## config.mk

```make
export PLATFORM = sky130hd
export DESIGN_NAME = icache_refill_ctrl
export DESIGN_NICKNAME = d
export VERILOG_FILES = /design/src/rtl/icache_refill_pkg.sv /design/src/rtl/icache_line_assembler.sv /design/src/rtl/icache_refill_ctrl.sv
export SDC_FILE = /design/constraint.sdc
export NUM_CORES = 1
export LEC_CHECK = 0
export CAP_MARGIN = 20
export CORE_ASPECT_RATIO = 1.2
export CORE_MARGIN = 8
export CORE_UTILIZATION = 41
export CTS_CLUSTER_SIZE = 16
export DETAILED_ROUTE_END_ITERATION = 6
export GPL_TIMING_DRIVEN = 0
export HOLD_SLACK_MARGIN = 0.05
export PLACE_DENSITY = 0.79
export SLEW_MARGIN = 20
export SYNTH_ARGS = -nofsm -noshare
export SYNTH_HDL_FRONTEND = slang
export SYNTH_HIERARCHICAL = 1
export SYNTH_SLANG_ARGS = --single-unit
```

## constraint.sdc

```tcl
create_clock -name clk -period 4.4 [get_ports clk]
set_input_delay 1.32 -clock clk [delete_from_list [all_inputs] [get_ports clk]]
set_output_delay 1.32 -clock clk [all_outputs]
set_load 0.02 [all_outputs]
```

## src/rtl/icache_refill_pkg.sv

```systemverilog
// Shared types and helpers for the L1 I-cache refill controller.
// The constants below describe the default configuration (256-bit line, 64-bit beats).
package icache_refill_pkg;

  typedef enum logic [2:0] {
    IDLE,
    REQ,
    FILL,
    WRITE,
    SETTLE
  } icrState_t;

  localparam int LINE_W_DEF = 256;
  localparam int BEAT_W_DEF = 64;
  localparam int BEATS      = LINE_W_DEF / BEAT_W_DEF;
  localparam int BEAT_IDX_W = (BEATS > 1) ? $clog2(BEATS) : 1;
  localparam int OFFSET_W   = $clog2(LINE_W_DEF / 8);

  // Clear the byte-offset-within-line bits of an address.
  function automatic logic [63:0] lineAlign(input logic [63:0] addr, input int unsigned offW);
    lineAlign = addr & ~((64'd1 << offW) - 64'd1);
  endfunction

endpackage

```

## src/rtl/icache_line_assembler.sv

```systemverilog
// Collects response beats into a full cache line, lowest-addressed beat in the low bits.
// One register slot per beat; the beat index selects which slot captures.
module icache_line_assembler
  import icache_refill_pkg::*;
#(
  parameter int LINE_W = LINE_W_DEF,
  parameter int BEAT_W = BEAT_W_DEF
) (
  input  logic              clk,
  input  logic              reset,
  input  logic              clear,
  input  logic              beatValid,
  input  logic [BEAT_W-1:0] beatData,
  output logic [LINE_W-1:0] line,
  output logic              lastBeat
);

  localparam int NB    = LINE_W / BEAT_W;
  localparam int IDX_W = (NB > 1) ? $clog2(NB) : 1;

  logic [IDX_W-1:0]           beatIdx;
  logic [NB-1:0][BEAT_W-1:0]  beats;

  assign lastBeat = beatValid && (beatIdx == IDX_W'(NB - 1));
  assign line     = beats;

  // Beat index restarts at each request handshake and advances per accepted beat.
  always_ff @(posedge clk) begin
    if (reset || clear)  beatIdx <= '0;
    else if (beatValid)  beatIdx <= lastBeat ? '0 : beatIdx + 1'b1;
  end

  for (genvar b = 0; b < NB; b++) begin : gBeat
    logic [BEAT_W-1:0] slot;
    // Each slot captures only the beat addressed to it.
    always_ff @(posedge clk) begin
      if (reset)                                       slot <= '0;
      else if (beatValid && beatIdx == IDX_W'(b))      slot <= beatData;
    end
    assign beats[b] = slot;
  end

endmodule

```

## src/rtl/icache_refill_ctrl.sv

```systemverilog
// L1 I-cache refill sequencer: captures a miss, issues one line request, assembles
// the returned beats and writes the line into the cache. One refill outstanding.
// Optional build macro ICR_TIMEOUT_EN: abort a refill when beats stop arriving.
module icache_refill_ctrl
  import icache_refill_pkg::*;
#(
  parameter int ADDR_W  = 32,
  parameter int LINE_W  = LINE_W_DEF,
  parameter int BEAT_W  = BEAT_W_DEF,
  parameter int TIMEOUT = 255
) (
  input  logic              clk,
  input  logic              reset,
  input  logic              flush_i,
  input  logic              miss_i,
  input  logic [ADDR_W-1:0] missAddr_i,
  output logic              memReqValid_o,
  output logic [ADDR_W-1:0] memReqAddr_o,
  input  logic              memReqReady_i,
  input  logic              memRspValid_i,
  input  logic [BEAT_W-1:0] memRspData_i,
  output logic              wrEnable_o,
  output logic [ADDR_W-1:0] wrAddr_o,
  output logic [LINE_W-1:0] instBlock_o,
  output logic              busy_o,
  output logic              timeout_o
);

  localparam int OFF_W = $clog2(LINE_W / 8);

  icrState_t         state;
  logic [ADDR_W-1:0] lineAddr;
  logic [ADDR_W-1:0] alignedMiss;
  logic              discard;
  logic              beatValid;
  logic              fillClear;
  logic              lastBeat;
  logic              tmoHit;

  assign alignedMiss = ADDR_W'(lineAlign(64'(missAddr_i), OFF_W));
  // Beats outside FILL are an interface error and never reach the line register.
  assign beatValid   = (state == FILL) && memRspValid_i;
  assign fillClear   = (state == REQ) && memReqReady_i;

  icache_line_assembler #(
    .LINE_W (LINE_W),
    .BEAT_W (BEAT_W)
  ) uAsm (
    .clk       (clk),
    .reset     (reset),
    .clear     (fillClear),
    .beatValid (beatValid),
    .beatData  (memRspData_i),
    .line      (instBlock_o),
    .lastBeat  (lastBeat)
  );

`ifdef ICR_TIMEOUT_EN
  localparam int TMO_W = $clog2(TIMEOUT + 1);
  logic [TMO_W-1:0] tmoCnt;

  // Abort once TIMEOUT consecutive FILL cycles have passed without a beat.
  assign tmoHit = (state == FILL) && !memRspValid_i && (tmoCnt == TMO_W'(TIMEOUT - 1));

  // Idle-cycle counter: only runs in FILL, restarts on every beat.
  always_ff @(posedge clk) begin
    if (reset || state != FILL || memRspValid_i) tmoCnt <= '0;
    else                                         tmoCnt <= tmoCnt + 1'b1;
  end

  // Sticky timeout flag; only reset clears it.
  always_ff @(posedge clk) begin
    if (reset)       timeout_o <= 1'b0;
    else if (tmoHit) timeout_o <= 1'b1;
  end
`else
  assign tmoHit    = 1'b0;
  assign timeout_o = 1'b0;
`endif

  // Refill FSM with registered outputs; the request stays valid through a flush
  // because the memory side cannot retract it, so a flush only marks the line discarded.
  always_ff @(posedge clk) begin
    if (reset) begin
      state         <= IDLE;
      lineAddr      <= '0;
      discard       <= 1'b0;
      memReqValid_o <= 1'b0;
      memReqAddr_o  <= '0;
      wrEnable_o    <= 1'b0;
      wrAddr_o      <= '0;
      busy_o        <= 1'b0;
    end else begin
      case (state)
        IDLE: begin
          if (miss_i && !flush_i) begin
            lineAddr      <= alignedMiss;
            memReqAddr_o  <= alignedMiss;
            memReqValid_o <= 1'b1;
            discard       <= 1'b0;
            busy_o        <= 1'b1;
            state         <= REQ;
          end
        end
        REQ: begin
          if (flush_i) discard <= 1'b1;
          if (memReqReady_i) begin
            memReqValid_o <= 1'b0;
            state         <= FILL;
          end
        end
        FILL: begin
          if (flush_i) discard <= 1'b1;
          if (lastBeat) begin
            if (discard || flush_i) begin
              state <= SETTLE;
            end else begin
              wrEnable_o <= 1'b1;
              wrAddr_o   <= lineAddr;
              state      <= WRITE;
            end
          end else if (tmoHit) begin
            state <= SETTLE;
          end
        end
        WRITE: begin
          wrEnable_o <= 1'b0;
          state      <= SETTLE;
        end
        SETTLE: begin
          // The cache's miss flag is stale here; wait a cycle before accepting a new one.
          busy_o <= 1'b0;
          state  <= IDLE;
        end
        default: state <= IDLE;
      endcase
    end
  end

endmodule
```

# After elaboration in Yosys (flattened, before gate mapping)
# Cells that the tools add are included.
[word_totals] ff_bits=319 in_bits=102 output_inout_bits=324
[classes] add_sub_neg=1 n_eq_ne=12 n_mux=16 bitwise_logic=1 n_reduce_logical=24
[op_table] op="3-bit AND reduction" count=5
[op_table] op="3-bit two-way mux" count=4
[op_table] op="3-bit case mux with 4 select lines" count=1
[op_table] op="1-bit case mux with 2 select lines" count=4
[op_table] op="2-bit nonzero test" count=4
[op_table] op="1-bit logical AND" count=7
[op_table] op="3-bit by 2-bit equality test with 1-bit output, second input constant" count=2
[op_table] op="1-bit two-way mux" count=6
[op_table] op="2-bit inequality test, second input constant" count=3
[op_table] op="2-bit equality test, second input constant" count=2
[op_table] op="2-bit by 1-bit inequality test with 1-bit output, second input constant" count=2
[op_table] op="2-bit AND reduction" count=2
[op_table] op="3-bit by 1-bit equality test with 1-bit output, second input constant" count=1
[op_table] op="3-bit equality test, second input constant" count=1
[op_table] op="3-bit zero test" count=1
[op_table] op="2-bit by 1-bit adder with 2-bit output, second input constant" count=1
[op_table] op="2-bit by 1-bit equality test with 1-bit output, second input constant" count=1
[op_table] op="2-bit zero test" count=1
[op_table] op="1-bit logical OR" count=2
[op_table] op="2-bit two-way mux" count=1
[op_table] op="2-bit OR reduction" count=1
[op_table] op="1-bit zero test" count=1
[op_table] op="1-bit NOT" count=1

# Logic depth before layout (Yosys ltp)
# Gate-level depths: netlist of run 1.
[logic_depth] ltp_word=5 mapped_depth=13 depth_no_buf=6

# Modules after synthesis
# Netlist of run 1, hierarchy kept.
[modules_own_cells] module="icache_line_assembler" instances=1 cells_each=1180 area_each_um2=10983.0
[modules_own_cells] module="icache_refill_ctrl" instances=1 cells_each=305 area_each_um2=2586.2

# Least setup slack after synthesis of run 1
# No wires, ideal clock.
[synth_timing] kind="input port to flip-flop" startpoint="input port memRspValid_i" endpoint="register state[1]" setup_time_ps=86 arrival_time_ps=2843 path_slack_ps=1470 path_stages=8 path_buffers=3 cell_sequence="and3_1 buf_2 buf_2 buf_2 and2_1 a211o_1 or2b_1 a221oi_2"
[synth_between] elab_chain_len=4
[synth_lines] element="from (decl)" line="icache_refill_ctrl.sv:20" rtl="input logic memRspValid_i,"
[synth_lines] element="1-bit logical AND" line="icache_refill_ctrl.sv:42" rtl="assign beatValid = (state == FILL) && memRspValid_i;"
[synth_lines] element="1-bit logical AND" line="icache_line_assembler.sv:24" rtl="assign lastBeat = beatValid && (beatIdx == IDX_W'(NB - 1));"
[synth_lines] element="net lastBeat" line="icache_refill_ctrl.sv:37" rtl="logic lastBeat;"
[synth_lines] element="2-bit by 1-bit inequality test with 1-bit output (no source line)"
[synth_lines] element="3-bit AND reduction (no source line)"
[synth_lines] element="to (signal assigned)" line="icache_refill_ctrl.sv:85" rtl="state <= IDLE;"
[synth_lines] element="to (signal assigned)" line="icache_refill_ctrl.sv:102" rtl="state <= REQ;"
[synth_lines] element="to (signal assigned)" line="icache_refill_ctrl.sv:109" rtl="state <= FILL;"
[synth_lines] element="to (decl)" line="icache_refill_ctrl.sv:31" rtl="icrState_t state;"
# The timed path passes the listed nets, and every way through them passes these cells.
# A chain may end at the register's enable or synchronous reset.

# Worst setup path after layout of run 1
[layout_timing] startpoint="input port memRspValid_i" endpoint="register wrAddr_o[15]"
[layout_between] elab_chain_len=3
[layout_lines] element="1-bit logical AND" line="icache_refill_ctrl.sv:42"
[layout_lines] element="net beatValid" line="icache_refill_ctrl.sv:35" rtl="logic beatValid;"
[layout_lines] element="1-bit logical AND" line="icache_line_assembler.sv:24"
[layout_lines] element="net lastBeat" line="icache_refill_ctrl.sv:37"
[layout_lines] element="3-bit AND reduction (no source line)"
[layout_lines] element="to (signal assigned)" line="icache_refill_ctrl.sv:119" rtl="wrAddr_o <= lineAddr;"
[layout_lines] element="to (decl)" line="icache_refill_ctrl.sv:23" rtl="output logic [ADDR_W-1:0] wrAddr_o,"
# The timed path passes the listed nets, and every way through them passes these cells.

==> results of run 1 <==
[cell type report]
cell class,instances,area share
Clock buffer,48,0.05114
Clock inverter,9,0.003834
Timing Repair Buffer,407,0.2116
Buffer,185,0.04503
Inverter,5,0.0009747
Tap cell,412,0.02677
Sequential cell,319,0.3317
Multi-Input combinational cell,986,0.3290
[worst reg2reg max path, stage by stage, from the launching register on]
cell and delay, ns:
dfxtp_1 0.32, buf_2 0.19, nor2_1 0.19, buf_2 0.26, and3_1 0.24, buf_2 0.30
buf_2 0.35, buf_2 0.27, and2_1 0.26, nand3b_1 0.32, clkbuf_1 0.32, o21ai_1 0.22
a21oi_1 0.10
[placed cells by master (no fill, tap or decap), drive strengths merged, types with 2 or more instances in the layout]
cell / n
a211oi: 2
a21bo: 256
a21oi: 313
buf: 94
clkbuf: 139
clkdlybuf4s50: 407
clkinv: 7
conb: 11
dfxtp: 319
ha: 4
inv: 6
nand2: 3
nand3: 310
nor2: 2
nor2b: 2
nor3: 3
o21ai: 56
or3b: 3
[path summary, 6_finish.rpt]
| path | to | slack [ns] |
|---|---|---|
| setup / recovery | wrAddr_o[15] | 0.65 |
| hold / removal | wrAddr_o[9] | 0.48 |
| setup reg to reg | wrAddr_o[15] | 0.91 |
| hold reg to reg | wrAddr_o[9] | 0.48 |
[sequential cells by signal, indices dropped and copies added, names as in the netlist]
register	flops
busy_o	1
state	3
wrEnable_o	1
uAsm/beatIdx	2
uAsm/gBeat.slot	256
wrAddr_o	27
discard	1
memReqValid_o	1
lineAddr	27
[per-stage QoR]
| stage | util | power [W] | setup slack [ns] |
|---|---|---|---|
| after detailed placement | 0.5534 | 0.004195 | 0.1157 |
| after global placement | 0.5534 | 0.004175 | 0.1272 |
| final | 0.5856 | 0.006911 | 0.6451 |
| after global routing | 0.5856 | 0.007162 | 0.4379 |
| after CTS | 0.5856 | 0.006950 | 0.5960 |
| after floorplan | - | 0.003685 | 1.470 |
[metal layers]
| metal | GRT usage | part of all wire | vias to the layer above |
|---|---|---|---|
| met5 | 0 | 0 | - |
| met4 | 0.1136 | 0.044 | 0 |
| met3 | 0.07949 | 0.087 | 111 |
| met2 | 0.4648 | 0.50 | 595 |
| met1 | 0.2767 | 0.37 | 6271 |
| li1 | - | - | 6208 |
[logic make-up (layout without fill, tap and decap cells)]
logic type                 after synthesis  after routing  synth area share
AOI/OAI and AO/OA                      634            634            0.3311
and+or+nand+nor                        336            336            0.1283
DFF                                    319            319            0.4706
buffers and inverters                  190            654           0.06528
adders and majority gates                4              4          0.003688
other                                    1             11         0.0002764
muxes                                    1              1         0.0007377
[report_power, final]
| part | switching [W] | internal, W | leakage (nW) |
|---|---|---|---|
| Clock | 0.00115 | 0.00161 | 0.529 |
| Combinational | 0.000742 | 0.000390 | 3.69 |
| Sequential | 0.0000525 | 0.00296 | 2.57 |
| Total | 0.00195 | 0.00497 | 6.80 |
==> impl_metrics.ini, run 1 <==
[flow_run]
maxCapViolCount = 0

[yosys]
synth_area_leader_cell = dfxtp_1
synth_flop_cell = dfxtp_1
async_reset_ff_frac = 0
synth-edff-count = 0
synth_area_um2 = 13570
syn_inst = 1485
ys_top_cells_by_area = dfxtp_1 47%, a21bo_2 19%, a21oi_1 12%
ys_types = 45
postSynthAreaPerCell_um2 = 9.138
synthTopCellsByCount = 319 x dfxtp_1, 313 x a21oi_1, 310 x nand3_1
post-synth-top-area-fraction = 0.4706
synth_most_common_cell = dfxtp_1
synth_warnings = 6
ys_ff_latch = 319
seq_area_frac_synth = 0.4706

[placed_design]
dp_hpwl_um = 40970
gp_congestion = 0.8861
place_area_um2 = 18200
io_buffers = 407
numPlacedInstances = 2314

[setup_path]
cp_common_cell = buf_2
cp-startpoint = memRspValid_i
cp_top_family = buffers and inverters
r2r_cells = 12
cp_max_fo = 10
cp.required_ns = 4.78
path_cells = clkdlybuf4s50_1 > and3_1 > buf_2 > buf_2 > buf_2 > and2_1 > nand3b_1 > clkbuf_1 > o21ai_1 > a21oi_1
crit_cells = 10
crit_slowest_cell = clkdlybuf4s50_1
arrival_ns = 4.13
slowest_delay_ns = 0.46
critPathKind = input pin to register
crit_buf_inv = 5
rr_startpoint = state[0]
start_kind = input pin
critPathCaptureType = register

[sta]
fmax_mhz = 266.3
fin_crit_ns = 3.755
setup_violations = 0
slew_violations = 0
relSlewSlack = 0.5851
final-hold-violation-count = 0
final.setup.tns_ns = 0
skew_ns = 0.01468
holdWs_ns = 0.4792
rsz0062_at_grt = no
worstMarginPinSlew_ns = 0.6224
fin_crit_sh = 0.8534

[grt]
grt.total_usage = 0.2596
grt_pass1_vias = 13511
grt_antenna_before_repair = 0
grt_max_degree = 14
grt_pass1_wl_um = 80390
overflow = 0

[floorplan]
die_w_um = 182.1
fp.dieH_um = 215.3
rows = 73
ioPinCount = 426
start_util = 0.4127
core-area_um2 = 32880
dieArea_um2 = 39200

[route]
drcViolationCount = 0
first_iter_violations = 852
viasPerCell = 5.561
vias = 13185
drt_wl_total_um = 53140
ant_nets = 0
wl_per_cell_um = 22.41
firstDrtPassIters = 5

[clocking]
cts_hold_buf = 0
cts_resized = 0
clk_path_buf_depth = 3
h-tree-depth = 2
cts_tree = built
clk_pin_slew_ns = 0.06
cts_setup_buffers = 0
cts_buffers = 34
clock-sinks = 319
cts_root_buffer = clkbuf_16
insertion_delay_ns = 0.53

[worst_hold_path]
whs_path_depth = 2
worstHoldStart = lineAddr[9]
holdCritPathClass = register to register

[cells_and_area]
area_growth_pct = 41.90
stdcell_count = 2371
nFillCells = 2812
regArea_um2 = 6386
final_area_um2 = 19250
nNetsFinal = 2044
drive_gt1_frac = 0.1996
multiInputGateArea_um2 = 6335
num_antenna_cells = 0

[run_status]
outcome = finished clean

[power]
power_density_nw_per_um2 = 358.9
ir_worst_vdd_uv = 254.0
p_leak_nw = 6.796
No activity file was read; power rests on OpenSTA's default activity.
==> run 2, diff against run 1 <==
--- a/config.mk
+++ b/config.mk
@@ -5,6 +5,7 @@
 export SDC_FILE = /design/constraint.sdc
 export NUM_CORES = 1
 export LEC_CHECK = 0
+export ABC_AREA = 1
 export CAP_MARGIN = 20
 export CORE_ASPECT_RATIO = 1.2
 export CORE_MARGIN = 8
@@ -13,7 +14,7 @@
 export DETAILED_ROUTE_END_ITERATION = 6
 export GPL_TIMING_DRIVEN = 0
 export HOLD_SLACK_MARGIN = 0.05
-export PLACE_DENSITY = 0.79
+export PLACE_DENSITY = 0.8
 export SLEW_MARGIN = 20
 export SYNTH_ARGS = -nofsm -noshare
 export SYNTH_HDL_FRONTEND = slang
==> impl_metrics.ini, run 2 <==
[setup_path]
cp_max_fo = 10
arrival_ns = 3.45
path_cells = clkdlybuf4s50_1 > inv_1 > nor2_1 > buf_4 > nand2_2 > buf_4 > buf_4 > inv_1 > inv_1 > nor2_2 > buf_4 > buf_6 > nand3_1 > a21oi_1
cp-startpoint = memRspValid_i
critPathKind = input pin to register
crit_buf_inv = 9
crit_slowest_cell = clkdlybuf4s50_1
slowest_delay_ns = 0.45
rr_startpoint = state[1]
cp_top_family = buffers and inverters
start_kind = input pin
cp.required_ns = 4.83
cp_common_cell = buf_4
critPathCaptureType = register

[sta]
setup_violations = 0
worstMarginPinSlew_ns = 0.5561
final-hold-violation-count = 0
rsz0062_at_grt = no
slew_violations = 0
fin_crit_sh = 0.6872
holdWs_ns = 0.4600
fin_crit_ns = 3.024
fmax_mhz = 330.7
skew_ns = 0.01973
relSlewSlack = 0.6293
final.setup.tns_ns = 0

[power]
power.switching_w = 0.002336
power_density_nw_per_um2 = 415.1
p_leak_nw = 9.197
p_seq_frac = 0.420
pwr-share-comb = 0.219
pwr-share-clk = 0.362
intPower_w = 0.005468
swShare = 0.2993
fin_total_pwr_w = 0.007804
ir_worst_vdd_uv = 318.9

[floorplan]
dieArea_um2 = 37920
die_w_um = 179.1
core-area_um2 = 31360
start_util = 0.4173
fp.dieH_um = 211.7
rows = 71
ioPinCount = 426

[route]
viasPerCell = 4.639
firstDrtPassIters = 5
vias = 13120
drt_wl_total_um = 46660
ant_nets = 0
drcViolationCount = 0
wl_per_cell_um = 16.50
first_iter_violations = 871

[yosys]
synth_area_um2 = 13090
synth_most_common_cell = nand2_1
seq_area_frac_synth = 0.4880
ys_top_cells_by_area = dfxtp_1 49%, nand2_1 16%, nor2_1 15%
postSynthAreaPerCell_um2 = 6.712
synth_area_leader_cell = dfxtp_1
async_reset_ff_frac = 0
post-synth-top-area-fraction = 0.4880
synth-edff-count = 0
ys_types = 20
synth_warnings = 6
ys_ff_latch = 319
synth_flop_cell = dfxtp_1
syn_inst = 1950
synthTopCellsByCount = 554 x nand2_1, 522 x nor2_1, 319 x dfxtp_1

[clocking]
cts_root_buffer = clkbuf_16
cts_resized = 0
clk_pin_slew_ns = 0.06
cts_tree = built
clk_path_buf_depth = 3
clock-sinks = 319
cts_buffers = 34
h-tree-depth = 2
cts_hold_buf = 0
cts_setup_buffers = 0
insertion_delay_ns = 0.52

[grt]
grt_max_degree = 14
grt_pass1_wl_um = 69720
grt.total_usage = 0.2350
grt_pass1_vias = 12781
grt_antenna_before_repair = 1
overflow = 0

[cells_and_area]
final_area_um2 = 18800
fin_util = 0.5996
nNetsFinal = 2511
mostFrequentLayoutCell = nand2_1
largest_reg_flops = 256
area_growth_pct = 43.66
regMostFlops = uAsm/gBeat.slot
drive_gt1_frac = 0.07090
reg_top3 = uAsm/gBeat.slot: 256 flops, lineAddr: 27 flops, wrAddr_o: 27 flops
final_cell_mix = 554 x nand2_1, 522 x nor2_1, 409 x clkdlybuf4s50_1, 319 x dfxtp_1, 298 x inv_1
nFillCells = 2752

[placed_design]
place_area_um2 = 17720
io_buffers = 409
dp_hpwl_um = 35990
gp_congestion = 0.9281

[run_status]
outcome = finished clean

[worst_hold_path]
holdCritPathClass = register to register
worstHoldStart = lineAddr[31]

[flow_run]
maxCapViolCount = 0
[run 2: area by class of cell]
type                       count  area [µm²]  area share
multi-input combinational   1225        4831      0.2569
tap                          401       501.7     0.02669
clock inverter                11       111.4    0.005923
sequential                   319        6386      0.3397
timing repair buffer         409        4094      0.2177
antenna                        1       2.502   0.0001331
buffer                       117       785.8     0.04179
clock buffer                  46       967.2     0.05144
inverter                     299        1122     0.05969
[run 2: cells by family (layout without fill, tap and decap cells)]
| kind of cell | Yosys count | count (layout) | synth area share |
|---|---|---|---|
| adders and majority gates | 4 | 4 | 0.003824 |
| DFF | 319 | 319 | 0.4880 |
| AOI/OAI and AO/OA | 92 | 92 | 0.03537 |
| buffers and inverters | 416 | 882 | 0.1458 |
| other | 1 | 12 | 0.0002865 |
| and+or+nand+nor | 1118 | 1118 | 0.3268 |
[run 2: per-layer routing]
metal  track usage  share of wire  wire length, µm  vias up
met4        0.1014          0.043             2023        0
li1              -              -                -     6520
met3       0.07860           0.11             5049       97
met1        0.2377           0.36            16720     5908
met2        0.4305           0.49            22870      595
met5             0              0                0        -
[run 2: power groups by stage]
stage,Clock (W),Sequential [W],Combinational [W]
after floorplan,0,0.00356,0.000666
after global placement,0,0.00333,0.00167
after detailed placement,0,0.00334,0.00170
after CTS,0.00287,0.00328,0.00171
after global routing,0.00300,0.00330,0.00186
final,0.00282,0.00328,0.00171
[run 2: final timing paths]
check / to / slack [ns] / depth (start not counted)
setup / recovery: wrAddr_o[21] / 1.38 / 14
hold / removal: lineAddr[31] / 0.46 / 2
setup reg to reg: wrAddr_o[21] / 1.75 / 16
hold reg to reg: lineAddr[31] / 0.46 / 2
[run 2: tightest hold or removal path, delay by kind of cell, from the launching register on]
| family | cells | cell delay (ns) |
|---|---|---|
| compound gates | 1 | 0.05 |
| buf+inv | 1 | 0.05 |
| flops | 1 | 0.32 |
[run 2: per-stage QoR]
| step | worst slack, ns | instances |
|---|---|---|
| detailed placement | 0.8580 | 2770 |
| finish | 1.376 | 2828 |
| global placement | 0.8463 | 2770 |
| global route | 1.223 | 2828 |
| CTS | 1.387 | 2827 |
| floorplan | 1.715 | 1960 |
